<file path="src/rtl/sim_device_responder_if.sv">
// Serial link and decoded-command bundle between the simulator-side responder and the car side.
interface sim_device_responder_if;
  logic       rx;
  logic       tx;
  logic [3:0] detector_in;
  logic [3:0] moving_state_out;
  logic       place_beacon_pulse;
  logic       destroy_beacon_pulse;
  logic       frame_valid;
  logic       hdr_err;
  logic       frame_err;
  logic       tx_busy;
  logic       link_lost;

  modport slave (
    input  rx, detector_in,
    output tx, moving_state_out, place_beacon_pulse, destroy_beacon_pulse,
           frame_valid, hdr_err, frame_err, tx_busy, link_lost
  );

  modport master (
    output rx, detector_in,
    input  tx, moving_state_out, place_beacon_pulse, destroy_beacon_pulse,
           frame_valid, hdr_err, frame_err, tx_busy, link_lost
  );
endinterface

</file>
<file path="src/rtl/sim_device_responder.sv">
// 8N1 far-end responder: decodes car command frames and answers each with a detector status byte.
// Optional link watchdog enabled by defining SIM_DEVICE_WATCHDOG_EN.
module sim_device_responder #(
  parameter int unsigned CLKS_PER_BIT   = 10416,
  parameter int unsigned TIMEOUT_CYCLES = 50_000_000
) (
  input logic                   sys_clk,
  input logic                   rst,
  sim_device_responder_if.slave bus
);
  localparam int unsigned     CntW     = $clog2(CLKS_PER_BIT);
  localparam logic [CntW-1:0] BitLast  = CntW'(CLKS_PER_BIT - 1);
  localparam logic [CntW-1:0] HalfLast = CntW'(CLKS_PER_BIT / 2 - 1);

  if (CLKS_PER_BIT < 4 || TIMEOUT_CYCLES == 0) begin : g_bad_cfg
    $error("sim_device_responder: CLKS_PER_BIT must be >= 4 and TIMEOUT_CYCLES >= 1");
  end

  typedef enum logic [2:0] {RIdle, RStart, RData, RStop, RWaitHigh} rx_state_e;
  typedef enum logic [1:0] {TIdle, TStart, TData, TStop} tx_state_e;

  logic rx_meta_q, rx_sync_q;

  always_ff @(posedge sys_clk) begin
    if (rst) begin
      rx_meta_q <= 1'b1;
      rx_sync_q <= 1'b1;
    end else begin
      rx_meta_q <= bus.rx;
      rx_sync_q <= rx_meta_q;
    end
  end

  rx_state_e       rx_state_q, rx_state_d;
  logic [CntW-1:0] rx_cnt_q, rx_cnt_d;
  logic [2:0]      rx_bit_q, rx_bit_d;
  logic [7:0]      rx_byte_q, rx_byte_d;
  logic            accept, hdr_bad, stop_bad;
  logic            fv_q, place_q, destroy_q, hdr_err_q, frame_err_q;
  logic [3:0]      ms_q;

  always_comb begin
    rx_state_d = rx_state_q;
    rx_cnt_d   = rx_cnt_q + 1'b1;
    rx_bit_d   = rx_bit_q;
    rx_byte_d  = rx_byte_q;
    accept     = 1'b0;
    hdr_bad    = 1'b0;
    stop_bad   = 1'b0;
    case (rx_state_q)
      RIdle: begin
        rx_cnt_d = '0;
        if (!rx_sync_q) rx_state_d = RStart;
      end
      RStart: if (rx_cnt_q == HalfLast) begin
        rx_cnt_d   = '0;
        rx_bit_d   = '0;
        rx_state_d = rx_sync_q ? RIdle : RData;
      end
      RData: if (rx_cnt_q == BitLast) begin
        rx_cnt_d  = '0;
        rx_byte_d = {rx_sync_q, rx_byte_q[7:1]};
        rx_bit_d  = rx_bit_q + 1'b1;
        if (rx_bit_q == 3'd7) rx_state_d = RStop;
      end
      RStop: if (rx_cnt_q == BitLast) begin
        rx_cnt_d = '0;
        if (!rx_sync_q) begin
          stop_bad   = 1'b1;
          rx_state_d = RWaitHigh;
        end else begin
          rx_state_d = RIdle;
          accept     = (rx_byte_q[7:6] == 2'b10);
          hdr_bad    = (rx_byte_q[7:6] != 2'b10);
        end
      end
      RWaitHigh: begin
        // A broken frame leaves the line low; resync only once it idles high.
        rx_cnt_d = '0;
        if (rx_sync_q) rx_state_d = RIdle;
      end
      default: rx_state_d = RIdle;
    endcase
  end

  always_ff @(posedge sys_clk) begin
    if (rst) begin
      rx_state_q  <= RIdle;
      rx_cnt_q    <= '0;
      rx_bit_q    <= '0;
      rx_byte_q   <= '0;
      fv_q        <= 1'b0;
      place_q     <= 1'b0;
      destroy_q   <= 1'b0;
      hdr_err_q   <= 1'b0;
      frame_err_q <= 1'b0;
    end else begin
      rx_state_q  <= rx_state_d;
      rx_cnt_q    <= rx_cnt_d;
      rx_bit_q    <= rx_bit_d;
      rx_byte_q   <= rx_byte_d;
      fv_q        <= accept;
      place_q     <= accept & rx_byte_q[4];
      destroy_q   <= accept & rx_byte_q[5];
      hdr_err_q   <= hdr_bad;
      frame_err_q <= stop_bad;
    end
  end

`ifdef SIM_DEVICE_WATCHDOG_EN
  localparam int unsigned    WdW   = $clog2(TIMEOUT_CYCLES + 1);
  localparam logic [WdW-1:0] WdMax = WdW'(TIMEOUT_CYCLES);

  logic [WdW-1:0] wd_cnt_q;
  logic           link_lost_q;

  always_ff @(posedge sys_clk) begin
    if (rst) begin
      ms_q        <= '0;
      wd_cnt_q    <= '0;
      link_lost_q <= 1'b0;
    end else if (accept) begin
      ms_q        <= rx_byte_q[3:0];
      wd_cnt_q    <= '0;
      link_lost_q <= 1'b0;
    end else if (wd_cnt_q == WdMax - 1'b1) begin
      wd_cnt_q    <= WdMax;
      ms_q        <= '0;
      link_lost_q <= 1'b1;
    end else if (wd_cnt_q != WdMax) begin
      wd_cnt_q <= wd_cnt_q + 1'b1;
    end
  end

  assign bus.link_lost = link_lost_q;
`else
  always_ff @(posedge sys_clk) begin
    if (rst) begin
      ms_q <= '0;
    end else if (accept) begin
      ms_q <= rx_byte_q[3:0];
    end
  end

  assign bus.link_lost = 1'b0;
`endif

  tx_state_e       tx_state_q, tx_state_d;
  logic [CntW-1:0] tx_cnt_q, tx_cnt_d;
  logic [2:0]      tx_bit_q, tx_bit_d;
  logic [7:0]      tx_shift_q, tx_shift_d;
  logic            pending_q, pending_d;
  logic            tx_q, tx_d, busy_q;
  logic            tx_start;

  always_comb begin
    tx_state_d = tx_state_q;
    tx_cnt_d   = tx_cnt_q + 1'b1;
    tx_bit_d   = tx_bit_q;
    tx_shift_d = tx_shift_q;
    tx_start   = 1'b0;
    case (tx_state_q)
      TIdle: begin
        tx_cnt_d = '0;
        tx_start = fv_q;
      end
      TStart: if (tx_cnt_q == BitLast) begin
        tx_cnt_d   = '0;
        tx_bit_d   = '0;
        tx_state_d = TData;
      end
      TData: if (tx_cnt_q == BitLast) begin
        tx_cnt_d   = '0;
        tx_shift_d = {1'b0, tx_shift_q[7:1]};
        tx_bit_d   = tx_bit_q + 1'b1;
        if (tx_bit_q == 3'd7) tx_state_d = TStop;
      end
      TStop: if (tx_cnt_q == BitLast) begin
        tx_cnt_d   = '0;
        tx_start   = pending_q | fv_q;
        tx_state_d = TIdle;
      end
      default: tx_state_d = TIdle;
    endcase
    // Detector values are captured only at the moment a byte is launched.
    if (tx_start) begin
      tx_state_d = TStart;
      tx_cnt_d   = '0;
      tx_shift_d = {4'b0000, bus.detector_in};
    end
    pending_d = pending_q;
    if (fv_q && tx_state_q != TIdle) pending_d = 1'b1;
    if (tx_start) pending_d = 1'b0;
    case (tx_state_d)
      TStart:  tx_d = 1'b0;
      TData:   tx_d = tx_shift_d[0];
      default: tx_d = 1'b1;
    endcase
  end

  always_ff @(posedge sys_clk) begin
    if (rst) begin
      tx_state_q <= TIdle;
      tx_cnt_q   <= '0;
      tx_bit_q   <= '0;
      tx_shift_q <= '0;
      pending_q  <= 1'b0;
      tx_q       <= 1'b1;
      busy_q     <= 1'b0;
    end else begin
      tx_state_q <= tx_state_d;
      tx_cnt_q   <= tx_cnt_d;
      tx_bit_q   <= tx_bit_d;
      tx_shift_q <= tx_shift_d;
      pending_q  <= pending_d;
      tx_q       <= tx_d;
      busy_q     <= (tx_state_d != TIdle);
    end
  end

  assign bus.tx                   = tx_q;
  assign bus.tx_busy              = busy_q;
  assign bus.moving_state_out     = ms_q;
  assign bus.frame_valid          = fv_q;
  assign bus.place_beacon_pulse   = place_q;
  assign bus.destroy_beacon_pulse = destroy_q;
  assign bus.hdr_err              = hdr_err_q;
  assign bus.frame_err            = frame_err_q;
endmodule
</file>
<file path="src/flat_wrapper.sv">
// flat-port wrapper written by rule: the top's interface ports become plain ports
module sim_device_responder_flat 
#(
  parameter int unsigned CLKS_PER_BIT   = 10416,
  parameter int unsigned TIMEOUT_CYCLES = 50_000_000
)
  (sys_clk, rst, bus_rx, bus_detector_in, bus_tx, bus_moving_state_out, bus_place_beacon_pulse, bus_destroy_beacon_pulse, bus_frame_valid, bus_hdr_err, bus_frame_err, bus_tx_busy, bus_link_lost);
  sim_device_responder_if bus_i ();
  input logic sys_clk;
  input logic rst;
  input wire logic [$bits(bus_i.rx)-1:0] bus_rx;
  input wire logic [$bits(bus_i.detector_in)-1:0] bus_detector_in;
  output wire logic [$bits(bus_i.tx)-1:0] bus_tx;
  output wire logic [$bits(bus_i.moving_state_out)-1:0] bus_moving_state_out;
  output wire logic [$bits(bus_i.place_beacon_pulse)-1:0] bus_place_beacon_pulse;
  output wire logic [$bits(bus_i.destroy_beacon_pulse)-1:0] bus_destroy_beacon_pulse;
  output wire logic [$bits(bus_i.frame_valid)-1:0] bus_frame_valid;
  output wire logic [$bits(bus_i.hdr_err)-1:0] bus_hdr_err;
  output wire logic [$bits(bus_i.frame_err)-1:0] bus_frame_err;
  output wire logic [$bits(bus_i.tx_busy)-1:0] bus_tx_busy;
  output wire logic [$bits(bus_i.link_lost)-1:0] bus_link_lost;
  assign bus_i.rx = bus_rx;
  assign bus_i.detector_in = bus_detector_in;
  assign bus_tx = bus_i.tx;
  assign bus_moving_state_out = bus_i.moving_state_out;
  assign bus_place_beacon_pulse = bus_i.place_beacon_pulse;
  assign bus_destroy_beacon_pulse = bus_i.destroy_beacon_pulse;
  assign bus_frame_valid = bus_i.frame_valid;
  assign bus_hdr_err = bus_i.hdr_err;
  assign bus_frame_err = bus_i.frame_err;
  assign bus_tx_busy = bus_i.tx_busy;
  assign bus_link_lost = bus_i.link_lost;
  sim_device_responder #(.CLKS_PER_BIT(CLKS_PER_BIT), .TIMEOUT_CYCLES(TIMEOUT_CYCLES)) u_core (.sys_clk(sys_clk), .rst(rst), .bus(bus_i));
endmodule
</file>
<file path="config.mk">
export PLATFORM = sky130hd
export DESIGN_NAME = sim_device_responder_flat
export DESIGN_NICKNAME = d
export VERILOG_FILES = /design/src/rtl/sim_device_responder_if.sv /design/src/rtl/sim_device_responder.sv /design/src/flat_wrapper.sv
export SDC_FILE = /design/constraint.sdc
export NUM_CORES = 1
export LEC_CHECK = 0
export ABC_AREA = 1
export CAP_MARGIN = 20
export CORE_ASPECT_RATIO = 0.6
export CORE_UTILIZATION = 40
export DETAILED_ROUTE_END_ITERATION = 10
export PLACE_DENSITY = 0.6
export RECOVER_POWER = 50
export REMOVE_ABC_BUFFERS = 1
export SYNTH_ARGS = -nofsm -noshare
export SYNTH_HDL_FRONTEND = slang
export SYNTH_SLANG_ARGS = --single-unit
</file>
<file path="constraint.sdc">
create_clock -name sys_clk -period 3.3 [get_ports sys_clk]
set_input_delay 0.66 -clock sys_clk [delete_from_list [all_inputs] [get_ports sys_clk]]
set_output_delay 0.66 -clock sys_clk [all_outputs]
set_load 0.02 [all_outputs]
</file>
==> results.cfg <==
[run_status]
status = finished clean

[hold_path]
hp-start = u_core.rx_meta_q$_SDFF_PP1_
hp-class = reg -> reg

[routing]
wl_met2_um = 2219
ant_nets = 0
wl_met3_um = 326
avgViaCountPerCell = 4.608
first_iter_violations = 148
drc = 0
wl_um = 6129
highest_layer = met4
drt-pass1-iter-count = 6
vias = 2608
wl_per_cell_um = 10.83
wl_met1_um = 3523

[critical_path]
endpoint_kind = register
slowest_delay_ns = 0.52
cp-start-kind = input pin
worstPathCellList = dlygate4sd3_1 > clkbuf_1 > inv_2 > nand3_1 > inv_1 > nand2_1 > inv_1
critPathTopFamily = buffers and inverters
arrival_ns = 2.66
crit_start = rst
crit_type = in -> reg
slowest_stage = dlygate4sd3_1
cp_common_cell = inv_1
path_buf_inv = 5
cp_data_required_time_ns = 3.53
crit-reg2reg-launch = u_core.rx_cnt_q[0]$_SDFF_PP0_
crit_fanout = 14

[timing]
worstMarginPinSlew_ns = 0.6266
fin_setup_tns_ns = 0
finClkSkew_ns = 0.007495
hold_viol_final = 0
max-slew-margin-rel_pct = 58.23
whs_ns = 0.4114
period_share_pct = 73.71
setup_viol = 0
fmax_mhz = 411.1
slew_violations = 0
rsz0062_at_grt = false
fin_crit_ns = 2.432

[clock_network]
cts-root-buf = clkbuf_16
cts_tree = yes
clk_pin_slew_worst_paths_ns = 0.06
cts_buffers = 9
clk_latency_ns = 0.33
ctsHoldBuffers = 0
htreeDepth = 3
clock-sinks = 65
clk_path_buf_depth = 2
post_cts_buffers = 0
ctsResizeCount = 0

[power_and_ir_drop]
irDropWorstVdd_uv = 213.8
p_per_area_nw_per_um2 = 556.3
fin_total_pwr_mw = 2.026
p_leak_nw = 1.652

[synth]
synth.area.top_cells = dfxtp_1, nand2_1, nor2_1
netlist_instances = 435
synth.distinct_cells = 42
synth_area_per_cell_sq_um = 7.266
synth_top_area_share_pct = 41.17
synth_top_area_cell = dfxtp_1
yosys_warnings = 0
synth_ff_type = dfxtp_1
ys_seq_area_share_pct = 41.17
netlist_area_sq_um = 3161
synth_edf_count = 0
async_flop_share_pct = 0
synth_seq_cells = 65

[grt]
grt_max_degree = 15
grt_pass1_wl_um = 10630
grt_overflow = 0
antenna_found_initial = 0
track_usage_pct = 16.94
grt_pass1_vias = 2287

[place]
io_buffers = 17
hpwlAfterDp_um = 4485
gp_congestion = 0.7681
dpl.cell_count = 550
place_area_sq_um = 3417

[finish]
design_area_sq_um = 3642
syn_to_final_growth_pct = 15.24
fillCellCount = 778
nets = 474
drive_gt1_share_pct = 8.874
fin_cells = 566
num_antenna_cells = 0

[floorplan]
io_pins = 19
dieArea_sq_um = 8273
rows = 24
die_x_um = 116.8
initial_core_util_pct = 42.44
core_sq_um = 7447
die_h_um = 70.86

[run]
maxCapViolCount = 0
sequential cells by signal, summed over array words and instances, names as in the netlist, 2 cells and up:
| name | count |
|---|---|
| u_core.rx_cnt_q | 14 |
| u_core.tx_shift_q | 4 |
| u_core.rx_bit_q | 3 |
| u_core.tx_state_q | 2 |
| u_core.rx_state_q | 3 |
| u_core.tx_cnt_q | 14 |
| u_core.tx_bit_q | 3 |
| u_core.rx_byte_q | 8 |
| u_core.bus.moving_state_out | 4 |
final cells by class:
type	count	area (sq um)	share of cell area (%)
Timing Repair Buffer	19	181.4	4.981
Clock inverter	4	28.78	0.7901
Clock buffer	12	246.5	6.767
Tap cell	104	130.1	3.573
Sequential cell	65	1301	35.73
Inverter	65	244.0	6.699
Multi-Input combinational cell	297	1510	41.46
synthesized netlist by cell type, drive strengths merged, types with 2 or more instances:
cell type	n
nand3	30
inv	64
xnor2	2
clkbuf	3
buf	5
dfxtp	65
nor3	9
nand2	92
or2	4
a21oi	16
ha	10
nor2	90
nand4	8
xor2	13
nand3b	3
o21ai	12
layer usage:
layer / global-route usage, % / vias up
li1: - / 1400
met1: 25.11 / 1152
met2: 21.24 / 49
met3: 7.027 / 7
met4: 6.329 / 0
met5: 0 / -
through the flow:
step | setup slack, ns | utilization [%]
2_1_floorplan | 1.718 | -
5_1_grt | 0.6931 | 48.91
3_3_place_gp | 1.040 | 45.88
4_1_cts | 1.276 | 49.58
3_5_place_dp | 0.9972 | 45.88
6_report | 0.8677 | 48.91
cell families (layout without fill, tap and decap cells):
| family | after synthesis | count (layout) | synth area share, % |
|---|---|---|---|
| xor+xnor | 15 | 15 | 4.157 |
| fa+ha+maj | 10 | 10 | 3.959 |
| simple gates | 239 | 239 | 35.23 |
| other cells | 1 | 1 | 0.1187 |
| compound gates | 32 | 32 | 5.780 |
| flops | 65 | 65 | 41.17 |
| buf+inv | 73 | 100 | 9.580 |
worst register-to-register path: cells and delay by family (launching register included):
family	cells	cell delay [ns]
adder cells (fa/ha/maj)	1	0.21
flip-flops	1	0.35
AND/OR/NAND/NOR	9	1.62
placed cells by master, fill, tap and decap left out, types with 4 or more instances in the layout:
cell	instances
inv_1	61
nand4_1	7
or2_2	4
nor2_1	84
dfxtp_1	65
nand2_1	86
nand3_1	27
o21ai_0	11
xor2_1	13
nor3_1	8
clkdlybuf4s50_1	11
ha_1	10
nor2_2	5
clkbuf_16	9
nand2_2	5
a21oi_1	15
dlygate4sd3_1	6
where the power goes:
group / internal (mW) / switching (mW) / total (mW)
registers: 0.817 / 0.0262 / 0.843
clock network: 0.528 / 0.345 / 0.873
logic: 0.100 / 0.210 / 0.310
total: 1.45 / 0.581 / 2.03
final timing paths:
path	to	slack [ns]	cells after the start
worst max-delay path	u_core.tx_cnt_q[12]$_SDFF_PP0_	0.87	7
worst min-delay path	u_core.rx_sync_q$_SDFF_PP1_	0.41	1
worst min register to register	u_core.rx_sync_q$_SDFF_PP1_	0.41	1
worst max register to register	u_core.rx_bit_q[2]$_SDFFE_PP0P_	0.98	10
(Power assumes the default switching activity.)
